File: config.mk
export PLATFORM = sky130hd
export DESIGN_NAME = game_sequencer_flat
export DESIGN_NICKNAME = d
export VERILOG_FILES = /design/src/rtl/game_sequencer_pkg.sv /design/src/rtl/game_sequencer_if.sv /design/src/rtl/game_sequencer_tick_dwell_timer.sv /design/src/rtl/game_sequencer.sv /design/src/flat_wrapper.sv
export SDC_FILE = /design/constraint.sdc
export NUM_CORES = 1
export LEC_CHECK = 0
export CELL_PAD_IN_SITES_DETAIL_PLACEMENT = 1
export CELL_PAD_IN_SITES_GLOBAL_PLACEMENT = 2
export CORE_MARGIN = 4
export CORE_UTILIZATION = 30
export DETAILED_ROUTE_END_ITERATION = 8
export PLACE_DENSITY = 0.71
export SLEW_MARGIN = 20
export SYNTH_ARGS = -nofsm -noshare
export SYNTH_HDL_FRONTEND = slang
export SYNTH_SLANG_ARGS = --single-unit
export TNS_END_PERCENT = 100
File: constraint.sdc
create_clock -name clk -period 2.55 [get_ports clk]
set_clock_uncertainty 0.05 [all_clocks]
set_input_delay 0.51 -clock clk [delete_from_list [all_inputs] [get_ports clk]]
set_output_delay 0.51 -clock clk [all_outputs]
set_load 0.05 [all_outputs]
File: src/rtl/game_sequencer_pkg.sv
// game_sequencer_pkg: shared game definitions for the Mario-Dash flow
// controller and the blocks that talk to it.
//   - state encodings (3-bit, legacy-compatible localparam constants)
//   - screen/tick constants used across the game
//   - bus widths for level, lives, score and the internal counters
//   - is_banner(): true for the timed banner states (INTRO/DEATH/CLEAR)
package game_sequencer_pkg;

    localparam int TICK_HZ  = 60;
    localparam int SCREEN_W = 640;
    localparam int SCREEN_H = 480;

    localparam int NUM_LEVELS_DEF = 3;
    localparam int STATE_W        = 3;
    localparam int LEVEL_W        = 2;
    localparam int LIVES_W        = 2;
    localparam int SCORE_W        = 10;
    localparam int BANNER_W       = 8;
    localparam int BOOST_W        = 6;

    localparam logic [SCORE_W-1:0] SCORE_MAX = 10'd1023;

    localparam logic [STATE_W-1:0] ST_IDLE      = 3'd0;
    localparam logic [STATE_W-1:0] ST_INTRO     = 3'd1;
    localparam logic [STATE_W-1:0] ST_PLAYING   = 3'd2;
    localparam logic [STATE_W-1:0] ST_DEATH     = 3'd3;
    localparam logic [STATE_W-1:0] ST_CLEAR     = 3'd4;
    localparam logic [STATE_W-1:0] ST_WIN       = 3'd5;
    localparam logic [STATE_W-1:0] ST_GAME_OVER = 3'd6;

    function automatic logic is_banner(input logic [STATE_W-1:0] s);
        return (s == ST_INTRO) || (s == ST_DEATH) || (s == ST_CLEAR);
    endfunction

endpackage

File: src/rtl/game_sequencer_if.sv
// game_sequencer_if: bundle between the game-flow controller and the
// 60 Hz game world (lava controller, level objects, player logic).
//   master : the game world; drives tick, button and event flags,
//            observes state/level/freeze/lives/score and the events.
//   slave  : the game_sequencer itself.
//
// Protocol: game_tick is a one-clk strobe. Every input flag is a level that
// is only looked at on clk edges where game_tick=1; its value at any other
// edge is don't-care. All outputs are registers that change only on those
// tick edges. level_reset and speed_boost_pulse are raised on tick N and
// dropped on tick N+1, so a consumer gated by game_tick sees each once.
interface game_sequencer_if;
    import game_sequencer_pkg::*;

    logic                game_tick;
    logic                start_btn;
    logic                hit_lava_wall;
    logic                hit_hazard;
    logic                reached_goal;
    logic                coin_pulse;

    logic [STATE_W-1:0]  state;
    logic [LEVEL_W-1:0]  level;
    logic                freeze;
    logic                level_reset;
    logic                speed_boost_pulse;
    logic [LIVES_W-1:0]  lives;
    logic [SCORE_W-1:0]  score;

    modport master (
        output game_tick, start_btn, hit_lava_wall, hit_hazard,
               reached_goal, coin_pulse,
        input  state, level, freeze, level_reset, speed_boost_pulse,
               lives, score
    );

    modport slave (
        input  game_tick, start_btn, hit_lava_wall, hit_hazard,
               reached_goal, coin_pulse,
        output state, level, freeze, level_reset, speed_boost_pulse,
               lives, score
    );

endinterface

File: src/rtl/game_sequencer_tick_dwell_timer.sv
// tick_dwell_timer: 8-bit game-tick counter shared by the banner states.
//   clk, rst     : clock, asynchronous active-low reset
//   clear_i      : synchronous clear (wins over tick_en_i)
//   tick_en_i    : count one game tick
//   done_o       : count == BANNER_TICKS-1, i.e. this is the last dwell tick
module tick_dwell_timer
    import game_sequencer_pkg::*;
#(
    parameter int BANNER_TICKS = 120
) (
    input  logic clk,
    input  logic rst,
    input  logic clear_i,
    input  logic tick_en_i,
    output logic done_o
);

    logic [BANNER_W-1:0] count_q;
    logic [BANNER_W-1:0] count_d;

    always_comb begin
        count_d = count_q;
        if (clear_i) begin
            count_d = '0;
        end else if (tick_en_i) begin
            count_d = count_q + 8'd1;
        end
    end

    always_ff @(posedge clk or negedge rst) begin
        if (!rst) begin
            count_q <= '0;
        end else begin
            count_q <= count_d;
        end
    end

    assign done_o = (count_q == 8'(BANNER_TICKS - 1));

endmodule

File: src/rtl/game_sequencer.sv
// game_sequencer: Mario-Dash game-flow controller.
//   clk, rst : system clock, asynchronous active-low reset
//   bus      : game_sequencer_if.slave
//              in : game_tick, start_btn, hit_lava_wall, hit_hazard,
//                   reached_goal, coin_pulse
//              out: state, level, freeze, level_reset, speed_boost_pulse,
//                   lives, score
// Runs IDLE -> INTRO -> PLAYING -> DEATH/CLEAR -> WIN/GAME_OVER and owns
// the level index, lives and saturating coin score. Every register moves
// only on clk edges qualified by game_tick.
module game_sequencer
    import game_sequencer_pkg::*;
#(
    parameter int NUM_LEVELS   = NUM_LEVELS_DEF,
    parameter int START_LIVES  = 3,
    parameter int BANNER_TICKS = 120,
    parameter int BOOST_STEP   = 10
) (
    input  logic             clk,
    input  logic             rst,
    game_sequencer_if.slave  bus
);

    localparam logic [LEVEL_W-1:0] LAST_LEVEL = LEVEL_W'(NUM_LEVELS - 1);
    localparam logic [LIVES_W-1:0] LIVES_INIT = LIVES_W'(START_LIVES);
    localparam logic [BOOST_W-1:0] BOOST_LAST = BOOST_W'(BOOST_STEP - 1);

    logic [STATE_W-1:0] state_q, state_d;
    logic [LEVEL_W-1:0] level_q, level_d;
    logic               freeze_q, freeze_d;
    logic               level_reset_q, level_reset_d;
    logic               boost_pulse_q, boost_pulse_d;
    logic [LIVES_W-1:0] lives_q, lives_d;
    logic [SCORE_W-1:0] score_q, score_d;
    logic [BOOST_W-1:0] boost_cnt_q, boost_cnt_d;
    logic               start_prev_q, start_prev_d;
    // Low until the first post-reset tick: a button already held through
    // reset must only prime start_prev, not look like a fresh press.
    logic               armed_q, armed_d;

    logic start_now;
    logic hit;
    logic dwell_done;
    logic dwell_clear;
    logic dwell_en;

    assign start_now = bus.start_btn & ~start_prev_q & armed_q;
    assign hit       = bus.hit_lava_wall | bus.hit_hazard;

    // Any state change restarts the banner count, which also covers the
    // DEATH->INTRO and CLEAR->INTRO hops between two banner states.
    assign dwell_clear = bus.game_tick & (state_d != state_q);
    assign dwell_en    = bus.game_tick & is_banner(state_q);

    tick_dwell_timer #(
        .BANNER_TICKS (BANNER_TICKS)
    ) u_dwell (
        .clk       (clk),
        .rst       (rst),
        .clear_i   (dwell_clear),
        .tick_en_i (dwell_en),
        .done_o    (dwell_done)
    );

    always_comb begin
        state_d       = state_q;
        level_d       = level_q;
        freeze_d      = freeze_q;
        level_reset_d = level_reset_q;
        boost_pulse_d = boost_pulse_q;
        lives_d       = lives_q;
        score_d       = score_q;
        boost_cnt_d   = boost_cnt_q;
        start_prev_d  = start_prev_q;
        armed_d       = armed_q;

        if (bus.game_tick) begin
            level_reset_d = 1'b0;
            boost_pulse_d = 1'b0;
            start_prev_d  = bus.start_btn;
            armed_d       = 1'b1;

            case (state_q)
                ST_IDLE, ST_WIN, ST_GAME_OVER: begin
                    if (start_now) begin
                        state_d       = ST_INTRO;
                        level_d       = '0;
                        lives_d       = LIVES_INIT;
                        score_d       = '0;
                        boost_cnt_d   = '0;
                        level_reset_d = 1'b1;
                    end
                end
                ST_INTRO: begin
                    if (dwell_done) state_d = ST_PLAYING;
                end
                ST_DEATH: begin
                    if (dwell_done) begin
                        state_d       = ST_INTRO;
                        level_reset_d = 1'b1;
                    end
                end
                ST_CLEAR: begin
                    if (dwell_done) begin
                        state_d       = ST_INTRO;
                        level_d       = level_q + 2'd1;
                        level_reset_d = 1'b1;
                    end
                end
                ST_PLAYING: begin
                    // One action per tick: a hit outranks the goal, and a
                    // coin arriving alongside either is dropped.
                    if (hit) begin
                        if (lives_q <= 2'd1) begin
                            state_d = ST_GAME_OVER;
                            lives_d = '0;
                        end else begin
                            state_d = ST_DEATH;
                            lives_d = lives_q - 2'd1;
                        end
                    end else if (bus.reached_goal) begin
                        state_d = (level_q == LAST_LEVEL) ? ST_WIN : ST_CLEAR;
                    end else if (bus.coin_pulse) begin
                        if (score_q != SCORE_MAX) score_d = score_q + 10'd1;
                        // Keeps counting after the score saturates.
                        if (boost_cnt_q == BOOST_LAST) begin
                            boost_cnt_d   = '0;
                            boost_pulse_d = 1'b1;
                        end else begin
                            boost_cnt_d = boost_cnt_q + 6'd1;
                        end
                    end
                end
                default: state_d = ST_IDLE;
            endcase

            freeze_d = (state_d != ST_PLAYING);
        end
    end

    always_ff @(posedge clk or negedge rst) begin
        if (!rst) begin
            state_q       <= ST_IDLE;
            level_q       <= '0;
            freeze_q      <= 1'b1;
            level_reset_q <= 1'b0;
            boost_pulse_q <= 1'b0;
            lives_q       <= LIVES_INIT;
            score_q       <= '0;
            boost_cnt_q   <= '0;
            start_prev_q  <= 1'b0;
            armed_q       <= 1'b0;
        end else begin
            state_q       <= state_d;
            level_q       <= level_d;
            freeze_q      <= freeze_d;
            level_reset_q <= level_reset_d;
            boost_pulse_q <= boost_pulse_d;
            lives_q       <= lives_d;
            score_q       <= score_d;
            boost_cnt_q   <= boost_cnt_d;
            start_prev_q  <= start_prev_d;
            armed_q       <= armed_d;
        end
    end

    assign bus.state             = state_q;
    assign bus.level             = level_q;
    assign bus.freeze            = freeze_q;
    assign bus.level_reset       = level_reset_q;
    assign bus.speed_boost_pulse = boost_pulse_q;
    assign bus.lives             = lives_q;
    assign bus.score             = score_q;

endmodule

File: src/flat_wrapper.sv
// flat-port wrapper written by rule: the top's interface ports become plain ports
module game_sequencer_flat import game_sequencer_pkg::*;
#(
    parameter int NUM_LEVELS   = NUM_LEVELS_DEF,
    parameter int START_LIVES  = 3,
    parameter int BANNER_TICKS = 120,
    parameter int BOOST_STEP   = 10
)
  (clk, rst, bus_game_tick, bus_start_btn, bus_hit_lava_wall, bus_hit_hazard, bus_reached_goal, bus_coin_pulse, bus_state, bus_level, bus_freeze, bus_level_reset, bus_speed_boost_pulse, bus_lives, bus_score);
  game_sequencer_if bus_i ();
  input  logic clk;
  input  logic rst;
  input wire logic [$bits(bus_i.game_tick)-1:0] bus_game_tick;
  input wire logic [$bits(bus_i.start_btn)-1:0] bus_start_btn;
  input wire logic [$bits(bus_i.hit_lava_wall)-1:0] bus_hit_lava_wall;
  input wire logic [$bits(bus_i.hit_hazard)-1:0] bus_hit_hazard;
  input wire logic [$bits(bus_i.reached_goal)-1:0] bus_reached_goal;
  input wire logic [$bits(bus_i.coin_pulse)-1:0] bus_coin_pulse;
  output wire logic [$bits(bus_i.state)-1:0] bus_state;
  output wire logic [$bits(bus_i.level)-1:0] bus_level;
  output wire logic [$bits(bus_i.freeze)-1:0] bus_freeze;
  output wire logic [$bits(bus_i.level_reset)-1:0] bus_level_reset;
  output wire logic [$bits(bus_i.speed_boost_pulse)-1:0] bus_speed_boost_pulse;
  output wire logic [$bits(bus_i.lives)-1:0] bus_lives;
  output wire logic [$bits(bus_i.score)-1:0] bus_score;
  assign bus_i.game_tick = bus_game_tick;
  assign bus_i.start_btn = bus_start_btn;
  assign bus_i.hit_lava_wall = bus_hit_lava_wall;
  assign bus_i.hit_hazard = bus_hit_hazard;
  assign bus_i.reached_goal = bus_reached_goal;
  assign bus_i.coin_pulse = bus_coin_pulse;
  assign bus_state = bus_i.state;
  assign bus_level = bus_i.level;
  assign bus_freeze = bus_i.freeze;
  assign bus_level_reset = bus_i.level_reset;
  assign bus_speed_boost_pulse = bus_i.speed_boost_pulse;
  assign bus_lives = bus_i.lives;
  assign bus_score = bus_i.score;
  game_sequencer #(.NUM_LEVELS(NUM_LEVELS), .START_LIVES(START_LIVES), .BANNER_TICKS(BANNER_TICKS), .BOOST_STEP(BOOST_STEP)) u_core (.clk(clk), .rst(rst), .bus(bus_i));
endmodule
==> results of run 1 <==
[report_power, final]
group / internal (W) / leakage (nW) / switching, W
combinational: 0.000421 / 0.649 / 0.000615
clock: 0.000192 / 0.0422 / 0.000216
sequential: 0.000652 / 0.470 / 0.000107
total: 0.00127 / 1.16 / 0.000938
[Yosys cell counts, drive strengths merged, types with 4 or more instances]
library cell  instances  area, µm²
a21oi                17       85.1
and3                  6       38.8
buf                   7       57.6
dfrtp                33        826
ha                    5       62.6
inv                   9       36.3
nand2                27        101
nand2b                4       25.0
nand3                15       85.1
nand4                 7       43.8
nor2                 22       82.6
nor2b                 5       31.3
o211ai                4       30.0
o21ai                26        130
o31ai                10       75.1
or4                   6       45.0
[through the flow]
stage / total power [W] / worst slack [ns] / TNS, ns
2_1_floorplan: 0.00142 / 0.219 / 0
3_3_place_gp: 0.00179 / -0.129 / -1.04
3_5_place_dp: 0.00180 / -0.237 / -1.93
4_1_cts: 0.00223 / 0.0580 / 0
5_1_grt: 0.00239 / 0.0290 / 0
6_report: 0.00220 / 0.139 / 0
[cells by family after synthesis]
group,after synthesis
adder cells (fa/ha/maj),5
XOR/XNOR,2
flip-flops,36
buffers and inverters,20
AO/OA/AOI/OAI,78
multiplexers,3
AND/OR/NAND/NOR,115
[sequential cells by signal, summed over array words and instances, names as in the netlist]
| signal | flops |
|---|---|
| u_core.bus.score | 10 |
| u_core.bus.state | 3 |
| u_core.boost_cnt_q | 6 |
| u_core.bus.speed_boost_pulse | 1 |
| u_core.armed_q | 1 |
| u_core.bus.lives | 2 |
| u_core.u_dwell.count_q | 8 |
| u_core.bus.freeze | 1 |
| u_core.bus.level_reset | 1 |
| u_core.bus.level | 2 |
| u_core.start_prev_q | 1 |
[routing by layer]
metal / up-vias / global-route usage [%]
li1: 1057 / -
met1: 1071 / 21.9
met2: 25 / 25.7
met4: 0 / 3.73
met5: - / 0
met3: 7 / 2.95
[worst max path at each step]
stage / cells past startpoint / slack, ns / end / start
3_5_place_dp: 7 / -0.24 / u_core.bus.score[9] / bus_reached_goal
2_1_floorplan: 7 / 0.22 / u_core.bus.score[0] / u_core.bus.state[1]
4_1_cts: 7 / 0.06 / u_core.bus.score[9] / bus_reached_goal
3_3_place_gp: 9 / -0.13 / u_core.u_dwell.count_q[4] / bus_hit_hazard
6_report: 9 / 0.14 / u_core.u_dwell.count_q[4] / bus_hit_hazard
5_1_grt: 7 / 0.03 / u_core.bus.score[9] / bus_reached_goal
[cell type report]
cell class | count | area, µm² | share of cell area, %
clock inverter | 1 | 5.00 | 0.175
clock buffer | 7 | 76.3 | 2.66
multi-input combinational | 203 | 1270 | 44.2
sequential | 36 | 905 | 31.6
tap | 99 | 124 | 4.33
timing repair buffer | 52 | 448 | 15.6
inverter | 10 | 40.0 | 1.40
[critical path: cells and delay by family]
kind / cells / cell delay [ns]
compound gates: 3 / 0.53
simple gates: 3 / 0.76
buf+inv: 3 / 0.73
[repair_timing]
| item | CTS | global route |
|---|---|---|
| gates resized for setup | 0 | 2 |
| hold buffers | 0 | 0 |
| endpoints found under the setup margin | 0 | 4 |
==> metrics, run 1 <==
fin crit period=between 2 and 2.5 ns; CTS Sinks=36; average vias per placed instance=5.29; reg2reg path depth=7; Starting Density=just over 30%; Num CTS Buffers=5; area grow syn2layout=26.3%; Crit Path Max Fanout=4; RSZ-0062 raised after global routing=no; gpl congestion=0.791; Post-synth ARST share=100%; # fillers=roughly 920; Setup violations, final=0; Setup CP Type=primary input to flop; DP Cell Count=400; crit share post-route=between 90% and 100%; layout net count=321; outcome=finished, final reports clean; post-route ant nets=0; Post-synth EDFFs=0; DIE AREA=9010 µm²; Top FF cell, synth=dfrtp_1; Yosys cell types=61; CTS H-tree lvls=2; Tightest Pin Transition=0.838 ns; Ys Warns=0; share of post-route cells with drive strength above 1=between 10% and 20%; max-cap viol count=0; met3 WL=between 150 and 200 µm; Worst path slowest cell=nor4b_1; Seq/Total Area, Yosys=roughly two fifths; Skew-Pair Late Insertion Delay=0.29 ns; FP Rows=31; GRT Resource Usage Total=15.9%; endpoints failing hold=0; synthesized area per cell=8.75 µm²; first-pass iteration count of the detailed router=4; placed cell area=around 2800 µm²; Final HPWL DP=~5000 µm; P per Cell Area=between 700 and 800 nW/µm²; final hold slack=0.262 ns; wire per inst=15.9 µm; Post-Synth Simple-Gate Area=between 20% and 30%; initial antenna violation count=0; most frequent cells in the layout=33 x dfrtp_1, 27 x nand2_1, 27 x buf_4, 26 x o21ai_0, 24 x clkdlybuf4s50_1; fin area=roughly 2900 µm²; Layout Utilization=39.3%; post-synthesis mux area share=1.38%; fmax=slightly above 400 MHz; xor/xnor share of the synthesized area=less than 1%; detailed-route via count=about 2200; M1 WL=roughly 3300 µm; Met2 Wirelength=a little under 3000 µm; CTS tree=built; Syn Std Cell Area=between 2000 and 2500 µm²; largest family of logic cells by synthesized area=simple AND/OR/NAND/NOR gates; Arrival @ worst endpoint=around 2.5 ns; Clock Path Buffers=2; adder-cell area share of the yosys netlist=2.76%; most common cell after layout, fill and taps aside=dfrtp_1; Leak=~1.2 nW; syn_nets=between 200 and 300; drt initial violations=56; CP startpoint kind=primary input; Chip Width=94.9 µm; Worst Hold Class=primary input to asynchronous set/reset pin; Routed WL=6470 µm; # DRC=0; Max VDD drop=0.000383 V; FF-to-FF setup slack=~0.24 ns; r2r endpoint=u_core.u_dwell.count_q[3]; clk root buf=clkbuf_8; PortBufs=27; Core Area=between 7000 and 8000 µm²; Mapped Cells=~260; Setup Fix Bufs, Post-CTS=0; Post-Layout Cell Count=between 400 and 500; Die H=about 95 µm; largest net degree at the start of global routing=37; I/O pin cnt=28; most used cell, CP=buf_4; critical path endpoint category=flop; reg2reg start=u_core.u_dwell.count_q[0]; first-pass GRT wire length=between 10000 and 15000 µm; ANT cells=0; Clk pin slew, worst setup/hold paths=0.08 ns; fin. max-slew vios=0; WP data required=around 2.7 ns; Synth Register Bits=36; global route overflow=0; max_slew headroom=between 40% and 50%; Max stage delay on crit path=about 0.5 ns; top sig layer=met4; vias in the first global route=2220; Compound-Gate Fraction of Synth Area=a little under a quarter; critical-path cell list=clkdlybuf4s50_1 > buf_4 > nor4b_1 > a221o_1 > nand4_1 > nand3_2 > buf_4 > o21ai_0 > a22o_1
No activity file was read; power rests on OpenSTA's default activity.
==> run 2, diff against run 1 <==
--- a/config.mk
+++ b/config.mk
@@ -9,8 +9,10 @@
 export CELL_PAD_IN_SITES_GLOBAL_PLACEMENT = 2
 export CORE_MARGIN = 4
 export CORE_UTILIZATION = 30
+export CTS_CLUSTER_SIZE = 14
 export DETAILED_ROUTE_END_ITERATION = 8
 export PLACE_DENSITY = 0.71
+export RECOVER_POWER = 50
 export SLEW_MARGIN = 20
 export SYNTH_ARGS = -nofsm -noshare
 export SYNTH_HDL_FRONTEND = slang
==> constraint.sdc (replaced) <==
create_clock -name clk -period 2.3 [get_ports clk]
set_clock_uncertainty 0.05 [all_clocks]
set_input_delay 0.46 -clock clk [delete_from_list [all_inputs] [get_ports clk]]
set_output_delay 0.46 -clock clk [all_outputs]
set_load 0.05 [all_outputs]
==> metrics, run 2 (synthesized netlist as in run 1, its figures left out) <==
Setup violations, final=0 (unchanged); crit-path leading delay family=buffers and inverters; hold_sp=u_core.armed_q; Hold Path Depth=1; DIE AREA=9010 µm² (unchanged); fin. max-slew vios=0 (unchanged); GRT Resource Usage Total=16.4% (+0.51 points); Setup CP Type=flop to primary output; # DRC=0 (unchanged); I/O pin cnt=28 (unchanged); Crit Path Max Fanout=5 (+1); # fillers=914 (-0.11%); fmax=roughly 450 MHz; Num CTS Buffers=5 (unchanged); detailed-route via count=2228 (+3.1%); Leak=1.25 nW (+7.9%); WP data required=1.79 ns (-0.89 ns); Clk pin slew, worst setup/hold paths=0.08 ns (about the same); FP Rows=31 (unchanged); first-pass iteration count of the detailed router=4 (unchanged); most common cell after layout, fill and taps aside=buf_4; Worst Hold Class=flop to flop; final hold slack=0.426 ns (+0.164 ns); Worst path depth=1 (-8); drt initial violations=63 (+13%); CTS tree=built; largest net degree at the start of global routing=23 (-38%); Skew-Pair Late Insertion Delay=0.29 ns (about the same); Chip Width=94.9 µm (unchanged); Max stage delay on crit path=0.82 ns (+0.32 ns); wire per inst=16.3 µm (+2.6%); fin crit period=2.22 ns; PortBufs=27 (unchanged); ANT cells=0 (unchanged); Clock Path Buffers=2 (unchanged); CTS H-tree lvls=2 (unchanged); max-cap viol count=0 (unchanged); share of post-route cells with drive strength above 1=22.5% (+5.0 points); CTS Sinks=36 (unchanged); reg2reg start=u_core.u_dwell.count_q[1]; Final HPWL DP=5090 µm (+3.9%); most frequent cells in the layout=36 x buf_4, 30 x dfrtp_1, 27 x nand2_1, 26 x o21ai_0, 21 x nor2_1; Post-Layout Cell Count=428 (+4.9%); critical path endpoint category=primary output; average vias per placed instance=5.21 (-1.7%); multi-input logic area=1290 µm² (+1.8%); Tightest Pin Transition=0.750 ns (-0.0880 ns); Max VDD drop=0.000354 V (-7.5%); global route overflow=0 (unchanged); area grow syn2layout=34.2%; layout net count=341 (+6.2%); critical-path cell list=clkdlybuf4s50_1; Layout Utilization=41.7% (+2.4 points); Setup WS pre-CTS=-0.425 ns (-0.187 ns); buffer and inverter count on the worst path=1 (-2); setup TNS=0 ns (unchanged); final setup margin=0.0809 ns (-0.0583 ns); endpoints failing hold=0 (unchanged); post-route ant nets=0 (unchanged); P per Cell Area=864 nW/µm² (+12%); RSZ-0062 raised after global routing=no; Arrival @ worst endpoint=1.71 ns (-0.83 ns); Core Area=7290 µm² (unchanged); initial antenna violation count=0 (unchanged); clk root buf=clkbuf_8; vias in the first global route=2223 (+0.14%); max reg flops=10 (unchanged); CP startpoint kind=flop; max_slew headroom=50.0% (+5.9 points); DP Cell Count=410 (+2.5%); first-pass GRT wire length=11600 µm (+2.9%); outcome=finished, final reports clean; gpl congestion=0.783 (-1.0%); crit share post-route=a little over nine tenths; Die H=94.9 µm (unchanged); Worst setup startpoint=u_core.bus.lives[1]; Reg area=911 µm² (+0.69%); Starting Density=31.1% (unchanged); FF-to-FF setup slack=0.10 ns (-0.14 ns); Worst path slowest cell=clkdlybuf4s50_1; Routed WL=6970 µm (+7.7%); reg2reg path depth=7 (unchanged)
-- run 2: changes by cell type in the layout (fill, tap and decap cells not counted), moves of 2 or more --
| cell | change |
|---|---|
| dfrtp_2 | +2 |
| buf_4 | +9 |
| clkdlybuf4s50_1 | -4 |
| dfrtp_1 | -3 |
| buf_12 | +2 |
| clkbuf_1 | +6 |
| dlygate4sd2_1 | +2 |
| nand3_2 | +2 |
-- run 2: layout make-up --
class / count / share of cell area [%]
clock buffer: 6 / 2.71
inverter: 10 / 1.32
tap: 99 / 4.07
multi-input combinational: 204 / 42.4
sequential: 36 / 29.9
clock inverter: 2 / 0.329
timing repair buffer: 71 / 19.3
-- run 2: report_power, final --
group          switching (W)  total [W]  internal (W)  leakage [nW]
logic               0.000724    0.00128      0.000559         0.734
registers           0.000127   0.000856      0.000729         0.467
clock network       0.000247   0.000487      0.000240        0.0510
total                0.00110    0.00263       0.00153          1.25
-- run 2: routing by layer --
layer	share of wire, %	vias up	GRT usage, %	wire length (µm)
met5	0	-	0	0
met3	2.9	6	2.87	199
met1	52	1092	24.2	3600
li1	-	1098	-	-
met2	44	32	24.6	3090
met4	1.1	0	3.97	76
-- run 2: worst paths after layout --
path,endpoint
worst max-delay path,bus_lives[1]
min in group asynchronous,u_core.bus.score[1]
max in group asynchronous,u_core.bus.state[2]
worst min-delay path,u_core.armed_q
worst min register to register,u_core.armed_q
worst max register to register,u_core.u_dwell.count_q[3]
-- run 2: metrics by stage --
stage	cell area [µm²]	total power (W)
floorplan	2270	0.00158
global placement	2860	0.00202
detailed placement	2860	0.00204
CTS	3010	0.00259
global route	3040	0.00282
finish	3040	0.00263
-- run 2: what timing repair did --
action | in CTS | in global routing
gates cloned | 1 | 0
hold buffers | 1 | 0
setup buffers | 4 | 4
setup endpoints to repair | 10 | 15
gates resized for setup | 5 | 6
endpoints found under the hold margin | 10 | 0
pin swaps | 3 | 4
